`config.mk`:
```
export PLATFORM = sky130hd
export DESIGN_NAME = gcd_master
export DESIGN_NICKNAME = d
export VERILOG_FILES = /design/src/rtl/gcd_pkg.sv /design/src/rtl/gcd_op_fifo.sv /design/src/rtl/gcd_master.sv
export SDC_FILE = /design/constraint.sdc
export NUM_CORES = 1
export LEC_CHECK = 0
export CELL_PAD_IN_SITES_DETAIL_PLACEMENT = 2
export CELL_PAD_IN_SITES_GLOBAL_PLACEMENT = 2
export CORE_MARGIN = 3
export CORE_UTILIZATION = 49
export DETAILED_ROUTE_END_ITERATION = 16
export DONT_BUFFER_PORTS = 1
export PLACE_DENSITY = 0.94
export SLEW_MARGIN = 15
export SYNTH_ARGS = -nofsm -noshare
export SYNTH_HDL_FRONTEND = slang
export SYNTH_SLANG_ARGS = --single-unit
export TNS_END_PERCENT = 50
```
`constraint.sdc`:
```
create_clock -name CLK -period 5.1 [get_ports CLK]
set_input_delay 1.53 -clock CLK [delete_from_list [all_inputs] [get_ports CLK]]
set_output_delay 1.53 -clock CLK [all_outputs]
set_load 0.03 [all_outputs]
```
`src/rtl/gcd_pkg.sv`:
```
// Shared definitions for the GCD request master: data width and FSM state encoding.
package gcd_pkg;

    localparam int unsigned DATA_W = 8;

    typedef enum logic [1:0] {
        IDLE  = 2'b00,
        ISSUE = 2'b01,
        WAIT  = 2'b10,
        HOLD  = 2'b11
    } state_e;

endpackage

```
`src/rtl/gcd_op_fifo.sv`:
```
// Operand-pair queue: power-of-two depth, first-word-fall-through read, full/empty flags.
module gcd_op_fifo #(
    parameter int unsigned DEPTH = 4,
    parameter int unsigned WIDTH = 16
) (
    input  logic             clk,
    input  logic             rst_n,
    input  logic             push,
    input  logic [WIDTH-1:0] din,
    input  logic             pop,
    output logic [WIDTH-1:0] dout,
    output logic             full,
    output logic             empty
);

    localparam int unsigned PTR_W = $clog2(DEPTH);

    // One extra pointer bit distinguishes full from empty when the indices match.
    logic [PTR_W:0]   wr_ptr_q, wr_ptr_d;
    logic [PTR_W:0]   rd_ptr_q, rd_ptr_d;
    logic [WIDTH-1:0] mem_q [DEPTH];
    logic             do_push;
    logic             do_pop;

    assign full    = (wr_ptr_q[PTR_W] != rd_ptr_q[PTR_W]) &&
                     (wr_ptr_q[PTR_W-1:0] == rd_ptr_q[PTR_W-1:0]);
    assign empty   = (wr_ptr_q == rd_ptr_q);
    assign do_push = push && !full;
    assign do_pop  = pop && !empty;
    assign dout    = mem_q[rd_ptr_q[PTR_W-1:0]];

    always_comb begin
        wr_ptr_d = wr_ptr_q;
        rd_ptr_d = rd_ptr_q;
        if (do_push) wr_ptr_d = wr_ptr_q + (PTR_W+1)'(1);
        if (do_pop)  rd_ptr_d = rd_ptr_q + (PTR_W+1)'(1);
    end

    always_ff @(posedge clk or negedge rst_n) begin
        if (!rst_n) begin
            wr_ptr_q <= '0;
            rd_ptr_q <= '0;
        end else begin
            wr_ptr_q <= wr_ptr_d;
            rd_ptr_q <= rd_ptr_d;
        end
    end

    always_ff @(posedge clk) begin
        if (do_push) mem_q[wr_ptr_q[PTR_W-1:0]] <= din;
    end

endmodule

```
`src/rtl/gcd_master.sv`:
```
// Queues operand pairs, issues them one at a time to an external GCD core,
// and presents each result (or a timeout) on a valid/ready output.
module gcd_master
    import gcd_pkg::*;
#(
    parameter int unsigned FIFO_DEPTH = 4,
    parameter int unsigned TIMEOUT    = 255
) (
    input  logic              CLK,
    input  logic              RST_N,
    input  logic              IN_VALID,
    output logic              IN_READY,
    input  logic [DATA_W-1:0] IN_A,
    input  logic [DATA_W-1:0] IN_B,
    output logic              GCD_START,
    output logic [DATA_W-1:0] GCD_A,
    output logic [DATA_W-1:0] GCD_B,
    input  logic              GCD_DONE,
    input  logic [DATA_W-1:0] GCD_Y,
    input  logic              GCD_ERROR,
    output logic              RES_VALID,
    input  logic              RES_READY,
    output logic [DATA_W-1:0] RES_Y,
    output logic              RES_ERR,
    output logic              RES_TIMEOUT,
    output logic              BUSY,
    output logic [7:0]        CNT
);

    localparam logic [7:0] TMO_LIM = 8'(TIMEOUT);

    state_e              state_q, state_d;
    logic [DATA_W-1:0]   gcd_a_q, gcd_a_d;
    logic [DATA_W-1:0]   gcd_b_q, gcd_b_d;
    logic [7:0]          tmo_cnt_q, tmo_cnt_d;
    logic [DATA_W-1:0]   res_y_q, res_y_d;
    logic                res_err_q, res_err_d;
    logic                res_tmo_q, res_tmo_d;
    logic [7:0]          cnt_q, cnt_d;

    logic                fifo_full;
    logic                fifo_empty;
    logic                fifo_pop;
    logic [2*DATA_W-1:0] fifo_dout;

    gcd_op_fifo #(
        .DEPTH (FIFO_DEPTH),
        .WIDTH (2*DATA_W)
    ) u_fifo (
        .clk   (CLK),
        .rst_n (RST_N),
        .push  (IN_VALID),
        .din   ({IN_A, IN_B}),
        .pop   (fifo_pop),
        .dout  (fifo_dout),
        .full  (fifo_full),
        .empty (fifo_empty)
    );

    assign fifo_pop = (state_q == IDLE);

    always_comb begin
        state_d   = state_q;
        gcd_a_d   = gcd_a_q;
        gcd_b_d   = gcd_b_q;
        tmo_cnt_d = tmo_cnt_q;
        res_y_d   = res_y_q;
        res_err_d = res_err_q;
        res_tmo_d = res_tmo_q;
        cnt_d     = cnt_q;
        case (state_q)
            IDLE: begin
                if (!fifo_empty) begin
                    {gcd_a_d, gcd_b_d} = fifo_dout;
                    state_d            = ISSUE;
                end
            end
            ISSUE: begin
                tmo_cnt_d = '0;
                state_d   = WAIT;
            end
            WAIT: begin
                tmo_cnt_d = tmo_cnt_q + 8'd1;
                // A completion in the final allowed cycle beats the timeout.
                if (GCD_DONE) begin
                    res_y_d   = GCD_Y;
                    res_err_d = GCD_ERROR;
                    res_tmo_d = 1'b0;
                    state_d   = HOLD;
                end else if (tmo_cnt_q == TMO_LIM) begin
                    res_y_d   = '0;
                    res_err_d = 1'b0;
                    res_tmo_d = 1'b1;
                    state_d   = HOLD;
                end
            end
            HOLD: begin
                if (RES_READY) begin
                    cnt_d   = cnt_q + 8'd1;
                    state_d = IDLE;
                end
            end
            default: state_d = IDLE;
        endcase
    end

    always_ff @(posedge CLK or negedge RST_N) begin
        if (!RST_N) begin
            state_q   <= IDLE;
            gcd_a_q   <= '0;
            gcd_b_q   <= '0;
            tmo_cnt_q <= '0;
            res_y_q   <= '0;
            res_err_q <= 1'b0;
            res_tmo_q <= 1'b0;
            cnt_q     <= '0;
        end else begin
            state_q   <= state_d;
            gcd_a_q   <= gcd_a_d;
            gcd_b_q   <= gcd_b_d;
            tmo_cnt_q <= tmo_cnt_d;
            res_y_q   <= res_y_d;
            res_err_q <= res_err_d;
            res_tmo_q <= res_tmo_d;
            cnt_q     <= cnt_d;
        end
    end

    assign IN_READY    = !fifo_full;
    assign GCD_START   = (state_q == ISSUE);
    assign GCD_A       = gcd_a_q;
    assign GCD_B       = gcd_b_q;
    assign RES_VALID   = (state_q == HOLD);
    assign RES_Y       = res_y_q;
    assign RES_ERR     = res_err_q;
    assign RES_TIMEOUT = res_tmo_q;
    assign BUSY        = (state_q != IDLE);
    assign CNT         = cnt_q;

endmodule
```
==> results.sh, run 1 <==
export IMPL_ant_nets=0
export IMPL_setup_slack_ns=1.45
export IMPL_grt_use_total_pct=21.1
export IMPL_viasPerCell=6.05
export IMPL_final_setup_skew_ns=0.0118
export IMPL_gp_congestion=0.724
export IMPL_row_count=34
export IMPL_grt_start_max_net_pins=51
export IMPL_max_vdd_ir_drop_mv=0.403
export IMPL_multi_input_area_um2=1300
export IMPL_fin_util_pct=59.1
export IMPL_root_buffer="clkbuf_8"
export IMPL_antenna_cells=0
export IMPL_final_layout_size_suffix_gt1_share_pct=22.3
export IMPL_fin_cells=391
export IMPL_vias=2364
export IMPL_synth_flop_cell="edfxtp_1"
export IMPL_port_buffers=0
export IMPL_cts_buffers_inserted=17
export IMPL_crit_path_top_delay_cell="dfrtp_1"
export IMPL_pin_count=68
export IMPL_powerDensity_nw_per_um2=742
export IMPL_grt_overflow=0
export IMPL_fin_setup_tns_ns=0
export IMPL_rsz0062_at_grt="false"
export IMPL_drc=0
export IMPL_antenna_found_initial=0
export IMPL_synth_distinct_cells=35
export IMPL_cp_data_arrival_time_ns=2.12
export IMPL_fp_dieArea_um2=10500
export IMPL_wl_per_cell_um=26.3
export IMPL_die_w_um=103
export IMPL_clk_path_buf_depth=2
export IMPL_hold_ws_ns=0.505
export IMPL_path_class="reg -> out"
export IMPL_initial_core_util_pct=51.5
export IMPL_path_cells="xnor2_1, nand3b_1"
export IMPL_first_iter_violations=109
export IMPL_yosysWarnings=0
export IMPL_grt_pass1_vias=2647
export IMPL_syn_nets=299
export IMPL_rrSetupSlack_ns=2.21
export IMPL_setup_viol=0
export IMPL_place_area_um2=4650
export IMPL_clk_pin_slew_worst_paths_ns=0.06
export IMPL_worstPathRequired_ns=3.57
export IMPL_syn_area_um2=4580
export IMPL_critical_path_max_stage_delay_ns=0.89
export IMPL_grt_pass1_wl_um=15600
export IMPL_avgSynthCellArea_um2=17.7
export IMPL_dr_pass1_iters=4
export IMPL_start_kind="flop"
export IMPL_cap_violations=0
export IMPL_critical_path_endpoint_type="output port"
export IMPL_path_buf_inv=0
export IMPL_htree_levels=4
export IMPL_p_leak_nw=2.08
export IMPL_fin_area_um2=5250
export IMPL_postCtsHoldBufs=0
export IMPL_status="completed"
export IMPL_post_route_period_util_pct=71.6
export IMPL_regArea_um2=3170
export IMPL_fmax_ghz=0.274
export IMPL_placed_cells=358
export IMPL_timing_slew_headroom_pct=34.0
export IMPL_holdCritPathClass="reg -> reg"
export IMPL_n_fill_cell=737
export IMPL_die_y_um=103
export IMPL_fin_crit_ns=3.65
export IMPL_synth_seq_cells=114
export IMPL_pre_cts_ws_ns=2.03
export IMPL_coreArea_um2=8890
export IMPL_power_mw=3.89
export IMPL_critical_path_max_fanout=19
export IMPL_worst_pin_slew_ns=0.990
export IMPL_synth_edf_count=64
export IMPL_dp_hpwl_um=6400
export IMPL_fin_nets=311
export IMPL_syn_inst=258
export IMPL_hold_viol=0
export IMPL_postCtsSetupRepairBufs=0
export IMPL_cp_top_family="flip-flops"
export IMPL_tritoncts="done"
export IMPL_slew_violations=0
export IMPL_synthToLayoutAreaGrowth_pct=14.8
export IMPL_clock_sinks=114
export IMPL_ys_seq_area_share_pct=69.3
export IMPL_async_flop_share_pct=43.9
export IMPL_cts_resized=0
export IMPL_drt_total_wl_um=10300
export IMPL_clk_insertion_delay_late_ns=0.52
==> routing by layer <==
metal	vias up	track usage (%)	wire, um
met1	1240	23.1	3880
met3	17	7.71	720
met2	94	37.4	5480
met5	-	0	0
li1	1013	-	-
met4	0	7.67	201
==> Yosys cell counts (all sizes together), types with 3 or more instances <==
library cell,n,share of area [%]
edfxtp,64,42
dfrtp,50,27
mux2,20,5.6
mux4,16,8.4
ha,11,3.0
xnor2,10,1.9
a22o,9,1.7
and3,9,1.2
inv,9,0.74
o21ai,9,0.98
nand3,8,0.88
nand2,7,0.57
buf,6,1.3
xor2,5,0.96
a21oi,3,0.33
clkbuf,3,0.25
nor2,3,0.25
nor2b,3,0.41
==> flip-flops by register name (all words and copies together) (netlist names) <==
name,cells
u_fifo.mem_q,64
RES_TIMEOUT,1
RES_Y,8
u_fifo.wr_ptr_q,3
GCD_B,8
u_fifo.rd_ptr_q,3
CNT,8
GCD_A,8
tmo_cnt_q,8
state_q,2
RES_ERR,1
==> power breakdown <==
group,total [mW],internal [mW],switching [mW]
Combinational,0.981,0.469,0.512
Sequential,1.72,1.27,0.447
Clock,1.19,0.748,0.445
==> worst reg2reg max path, delay by kind of cell, from the launching register on <==
kind	cells	cell delay (ns)
flip-flops	1	0.89
AND/OR/NAND/NOR	2	1.35
XOR/XNOR	1	0.26
==> kinds of logic (layout without fill, tap and decap cells) <==
family / Yosys count / count (layout) / share of synthesized area, %
fa+ha+maj: 11 / 11 / 3.01
buf+inv: 18 / 43 / 2.32
mux: 37 / 37 / 14.2
compound gates: 26 / 26 / 3.99
xor+xnor: 15 / 15 / 2.87
flops: 114 / 114 / 69.3
simple gates: 37 / 37 / 4.29
==> cell usage in the layout, fill, tap and decap left out, types with 3 or more instances in the layout <==
master	count
mux2_2	12
edfxtp_1	64
nand3_1	8
ha_1	11
a22o_1	9
mux4_2	10
bufinv_16	3
mux4_1	6
dfrtp_1	50
and3_1	9
mux2_4	8
clkinv_4	3
a21oi_1	3
xnor2_1	10
nor2_1	3
clkbuf_16	16
xor2_1	5
inv_1	9
nand2_1	7
nor2b_1	3
o21ai_0	8
inv_6	4
==> path summary, 6_finish.rpt <==
| check | startpoint | end | depth (start not counted) |
|---|---|---|---|
| setup / recovery | u_fifo.rd_ptr_q[1] | IN_READY | 2 |
| hold / removal | u_fifo.rd_ptr_q[2] | u_fifo.rd_ptr_q[2] | 1 |
| setup reg to reg | u_fifo.rd_ptr_q[1] | u_fifo.mem_q[1][1] | 3 |
| hold reg to reg | u_fifo.rd_ptr_q[2] | u_fifo.rd_ptr_q[2] | 1 |
| max in group asynchronous | RST_N | CNT[2] | 0 |
| min in group asynchronous | RST_N | u_fifo.rd_ptr_q[0] | 0 |
==> cell type report <==
| cell class | count | area share (%) |
|---|---|---|
| clock buffer | 17 | 7.89 |
| clock inverter | 15 | 3.43 |
| multi-input combinational | 126 | 24.7 |
| sequential | 114 | 60.4 |
| timing repair buffer | 2 | 0.357 |
| tap | 108 | 2.57 |
| inverter | 9 | 0.643 |
(Power assumes the default switching activity.)
==> run 2: changes to the inputs <==
Settings changed: CORE_UTILIZATION 49 to 46, PLACE_DENSITY 0.94 to 0.89.
Clock period 5.1 ns to 3.42 ns, I/O delays scaled along.
==> run 2 against run 1 <==
  * Die area is 6.1% higher
  * Hold slack lost 0.30 ns
  * Routed wire length is 0.98% higher
  * Setup slack worse by 0.75 ns
  * Sequential power increased by 48%
  * Total power rose by 44%
  * Highest routed layer unchanged
==> results.sh, run 2 (synthesis results as in run 1) <==
export IMPL_slew_violations=0
export IMPL_powerDensity_nw_per_um2=1070
export IMPL_grt_start_max_net_pins=51
export IMPL_post_route_period_util_pct=79.7
export IMPL_grt_overflow=0
export IMPL_port_buffers=0
export IMPL_drc=0
export IMPL_timing_slew_headroom_pct=34.1
export IMPL_htree_levels=4
export IMPL_critical_path_max_stage_delay_ns=0.45
export IMPL_path_class="reg -> out"
export IMPL_final_layout_size_suffix_gt1_share_pct=22.9
export IMPL_row_count=35
export IMPL_clk_pin_slew_worst_paths_ns=0.06
export IMPL_clk_path_buf_depth=2
export IMPL_wl_per_cell_um=25.1
export IMPL_cts_resized=0
export IMPL_crit_path_top_delay_cell="nand3b_1"
export IMPL_cts_buffers_inserted=17
export IMPL_postCtsHoldBufs=0
export IMPL_coreArea_um2=9460
export IMPL_die_y_um=106
export IMPL_die_w_um=106
export IMPL_holdCritPathClass="in -> async"
export IMPL_fin_nets=312
export IMPL_largest_reg_flops=64
export IMPL_hold_viol=0
export IMPL_gp_congestion=0.713
export IMPL_postCtsSetupRepairBufs=0
export IMPL_final_common_cell="edfxtp_1"
export IMPL_pre_cts_ws_ns=0.981
export IMPL_drt_total_wl_um=10400
export IMPL_rsz0062_at_grt="false"
export IMPL_fin_crit_ns=2.72
export IMPL_dr_pass1_iters=4
export IMPL_grt_use_total_pct=20.5
export IMPL_pin_count=68
export IMPL_vias=2332
export IMPL_fmax_ghz=0.367
export IMPL_fp_dieArea_um2=11200
export IMPL_tritoncts="done"
export IMPL_root_buffer="clkbuf_8"
export IMPL_final_setup_skew_ns=0.00693
export IMPL_clk_insertion_delay_late_ns=0.51
export IMPL_worstPathRequired_ns=2.39
export IMPL_max_vdd_ir_drop_mv=0.492
export IMPL_fin_setup_tns_ns=0
export IMPL_grt_pass1_vias=2780
export IMPL_ant_nets=0
export IMPL_setup_slack_ns=0.695
export IMPL_rr_worst_depth=3
export IMPL_critical_path_max_fanout=6
export IMPL_final_cell_mix="edfxtp_1 (64), dfrtp_1 (50), clkbuf_16 (16), mux2_2 (12), ha_1 (11)"
export IMPL_synthToLayoutAreaGrowth_pct=14.2
export IMPL_worst_pin_slew_ns=0.989
export IMPL_dp_hpwl_um=6290
export IMPL_path_cells="xnor2_1, nand3b_1"
export IMPL_viasPerCell=5.65
export IMPL_clock_sinks=114
export IMPL_start_kind="flop"
export IMPL_setup_viol=0
export IMPL_initial_core_util_pct=48.4
export IMPL_first_iter_violations=153
export IMPL_p_leak_nw=2.05
export IMPL_antenna_cells=0
export IMPL_path_buf_inv=0
export IMPL_cap_violations=0
export IMPL_cp_top_family="simple AND/OR/NAND/NOR gates"
export IMPL_cp_data_arrival_time_ns=1.70
export IMPL_critical_path_endpoint_type="output port"
export IMPL_status="completed"
export IMPL_crit_cells=2
export IMPL_grt_pass1_wl_um=16800
export IMPL_antenna_found_initial=0
-- run 2: final cells by class --
cell class	count	area, um2
Fill cell	802	4230
Clock inverter	15	124
Timing Repair Buffer	3	22.5
Inverter	9	33.8
Clock buffer	17	414
Sequential cell	114	3170
Multi-Input combinational cell	126	1300
Tap cell	129	161
-- run 2: worst register-to-register path, delay by kind of cell (launching register included) --
kind	cells	cell delay (ns)
xor+xnor	1	0.26
flops	1	0.41
simple gates	2	1.34
-- run 2: path summary, 6_finish.rpt --
kind                                         start                  to  slack, ns
min in group CLK                u_fifo.rd_ptr_q[2]  u_fifo.rd_ptr_q[2]       0.51
max in group asynchronous                    RST_N            GCD_A[0]       3.12
worst min register to register  u_fifo.rd_ptr_q[2]  u_fifo.rd_ptr_q[2]       0.51
worst max register to register  u_fifo.wr_ptr_q[2]  u_fifo.mem_q[3][1]       1.01
worst min-delay path                         RST_N        tmo_cnt_q[1]       0.21
worst max-delay path            u_fifo.wr_ptr_q[1]            IN_READY       0.70
-- run 2: where the power goes --
group	switching, mW	internal, mW
combinational	0.773	0.699
sequential	0.636	1.90
clock	0.690	0.908
total	2.10	3.51
-- run 2: metrics by stage --
stage	total power [mW]	cells	cell area (um2)	hold WS [ns]	util, %
2_1_floorplan	3.67	258	4580	0.462	-
3_3_place_gp	3.90	381	4690	0.477	49.6
3_5_place_dp	4.02	381	4690	0.498	49.6
4_1_cts	5.69	413	5230	0.182	55.2
5_1_grt	5.92	413	5230	0.170	55.2
6_report	5.61	413	5230	0.209	55.2
-- run 2: layer usage --
metal  up-vias  GRT usage [%]  share of wire (%)
li1       1017              -                  -
met3        17           7.96                6.9
met5         -              0                  0
met4         0           6.38                1.4
met2        83           35.3                 53
met1      1215           23.5                 39
==> run 3: changes to the inputs <==
Settings changed: CORE_UTILIZATION 46 to 41, PLACE_DENSITY 0.89 to 0.85.
Clock period 3.42 ns to 2.4 ns, I/O delays scaled along.
==> run 3 against run 2 <==
  * Combinational power up 57%
  * Hold slack worse by 0.15 ns
  * Critical path depth unchanged
  * First-iteration DRC count down 20%
  * Count of clock-buffer cells in the layout unchanged
  * Sequential share of layout area down 2.1 points
  * Setup slack worse by 0.67 ns
  * Routed wire length down 3.1%
  * Final area up 3.7%
  * Register-to-register slack worse by 0.66 ns
  * Critical path type unchanged
==> results.sh, run 3 (synthesis results as in run 1) <==
export IMPL_status="completed"
export IMPL_post_route_period_util_pct=99.1
export IMPL_p_leak_nw=2.15
export IMPL_clock_sinks=114
export IMPL_start_kind="flop"
export IMPL_tritoncts="done"
export IMPL_placed_cells=392
export IMPL_first_iter_violations=123
export IMPL_drc=0
export IMPL_port_buffers=0
export IMPL_fin_area_um2=5420
export IMPL_critical_path_endpoint_type="output port"
export IMPL_row_count=37
export IMPL_cts_buffers_inserted=17
export IMPL_antenna_cells=0
export IMPL_timing_rr_start="u_fifo.wr_ptr_q[1]"
export IMPL_rrSetupSlack_ns=0.35
export IMPL_worstPathRequired_ns=1.68
export IMPL_power_mw=8.44
export IMPL_crit_path_end="IN_READY"
export IMPL_fin_crit_ns=2.38
export IMPL_final_layout_size_suffix_gt1_share_pct=27.5
export IMPL_fmax_ghz=0.420
export IMPL_cap_violations=0
export IMPL_wl_per_cell_um=23.3
export IMPL_clk_path_buf_depth=2
export IMPL_max_vdd_ir_drop_mv=0.721
export IMPL_final_cell_mix="edfxtp_1 (64), dfrtp_1 (48), clkbuf_16 (16), buf_4 (13), mux2_2 (12)"
export IMPL_setup_slack_ns=0.0205
export IMPL_ant_nets=0
export IMPL_crit_start="u_fifo.wr_ptr_q[1]"
export IMPL_drt_total_wl_um=10100
export IMPL_fin_nets=323
export IMPL_final_setup_skew_ns=0.00792
export IMPL_setup_viol=0
export IMPL_fin_cells=431
export IMPL_powerDensity_nw_per_um2=1560
export IMPL_hold_viol=0
export IMPL_fp_dieArea_um2=12500
export IMPL_rr_endpoint="u_fifo.wr_ptr_q[2]"
export IMPL_largest_reg_flops=64
export IMPL_pre_cts_ws_ns=0.324
export IMPL_grt_pass1_wl_um=15900
export IMPL_gp_congestion=0.755
export IMPL_vias=2355
export IMPL_slew_violations=0
export IMPL_critical_path_max_fanout=6
export IMPL_clk_insertion_delay_late_ns=0.52
export IMPL_holdCritPathClass="in -> async"
export IMPL_grt_use_total_pct=17.0
export IMPL_viasPerCell=5.46
export IMPL_die_y_um=112
export IMPL_dp_hpwl_um=6220
export IMPL_dr_pass1_iters=4
export IMPL_grt_start_max_net_pins=51
export IMPL_cp_data_arrival_time_ns=1.66
export IMPL_timing_slew_headroom_pct=53.7
export IMPL_coreArea_um2=10600
export IMPL_grt_overflow=0
export IMPL_synthToLayoutAreaGrowth_pct=18.5
export IMPL_root_buffer="clkbuf_8"
export IMPL_rr_worst_depth=5
export IMPL_grt_pass1_vias=2741
export IMPL_worst_pin_slew_ns=0.690
export IMPL_antenna_found_initial=0
export IMPL_place_area_um2=4730
export IMPL_pin_count=68
export IMPL_path_class="reg -> out"
export IMPL_clk_pin_slew_worst_paths_ns=0.06
export IMPL_initial_core_util_pct=43.2
export IMPL_die_w_um=112
export IMPL_fin_setup_tns_ns=0
export IMPL_htree_levels=4
export IMPL_final_common_cell="edfxtp_1"
[run 3: worst min-delay path by stage]
stage,endpoint,start,cells after the start
3_3_place_gp,CNT[6],RST_N,0
4_1_cts,GCD_B[7],RST_N,1
2_1_floorplan,CNT[0],RST_N,0
5_1_grt,GCD_B[7],RST_N,1
6_report,u_fifo.rd_ptr_q[1],RST_N,1
3_5_place_dp,CNT[6],RST_N,0
[run 3: layout make-up]
class,instances,area [um2]
timing repair buffer,14,125
tap,136,170
fill,937,5180
clock inverter,15,183
multi-input combinational,126,1320
sequential,114,3180
clock buffer,17,414
inverter,9,33.8
[run 3: timing repair]
action | 4_1_cts | 5_1_grt
hold endpoints to repair | 50 | 0
setup buffers | 0 | 6
endpoints found under the setup margin | 1 | 1
resized for setup | 3 | 2
hold buffers | 1 | 0
pin swaps | 1 | 4
gates cloned | 0 | 0
[run 3: worst max-delay path, stage by stage, from the launching register on]
cell      delay (ns)
dfrtp_2         0.45
xnor2_2         0.24
nand3b_1        0.44
[run 3: power breakdown]
| group | internal [mW] | switching, mW | total [mW] |
|---|---|---|---|
| clock | 1.59 | 0.931 | 2.52 |
| sequential | 2.70 | 0.904 | 3.61 |
| combinational | 1.16 | 1.16 | 2.31 |
| total | 5.45 | 2.99 | 8.44 |
[run 3: per-stage QoR]
| step | hold WS [ns] | util, % |
|---|---|---|
| after floorplan | 0.424 | - |
| after global placement | 0.426 | 44.6 |
| after detailed placement | 0.426 | 44.6 |
| after CTS | 0.0381 | 50.7 |
| after global routing | 0.0475 | 51.1 |
| final | 0.0582 | 51.1 |
[run 3: per-layer routing]
layer / up-vias / wire [um] / part of all wire (%) / track usage [%]
li1: 1040 / - / - / -
met1: 1234 / 3830 / 38 / 18.1
met2: 75 / 5390 / 54 / 29.5
met3: 6 / 801 / 8.0 / 8.48
met4: 0 / 43 / 0.43 / 5.11
met5: - / 0 / 0 / 0
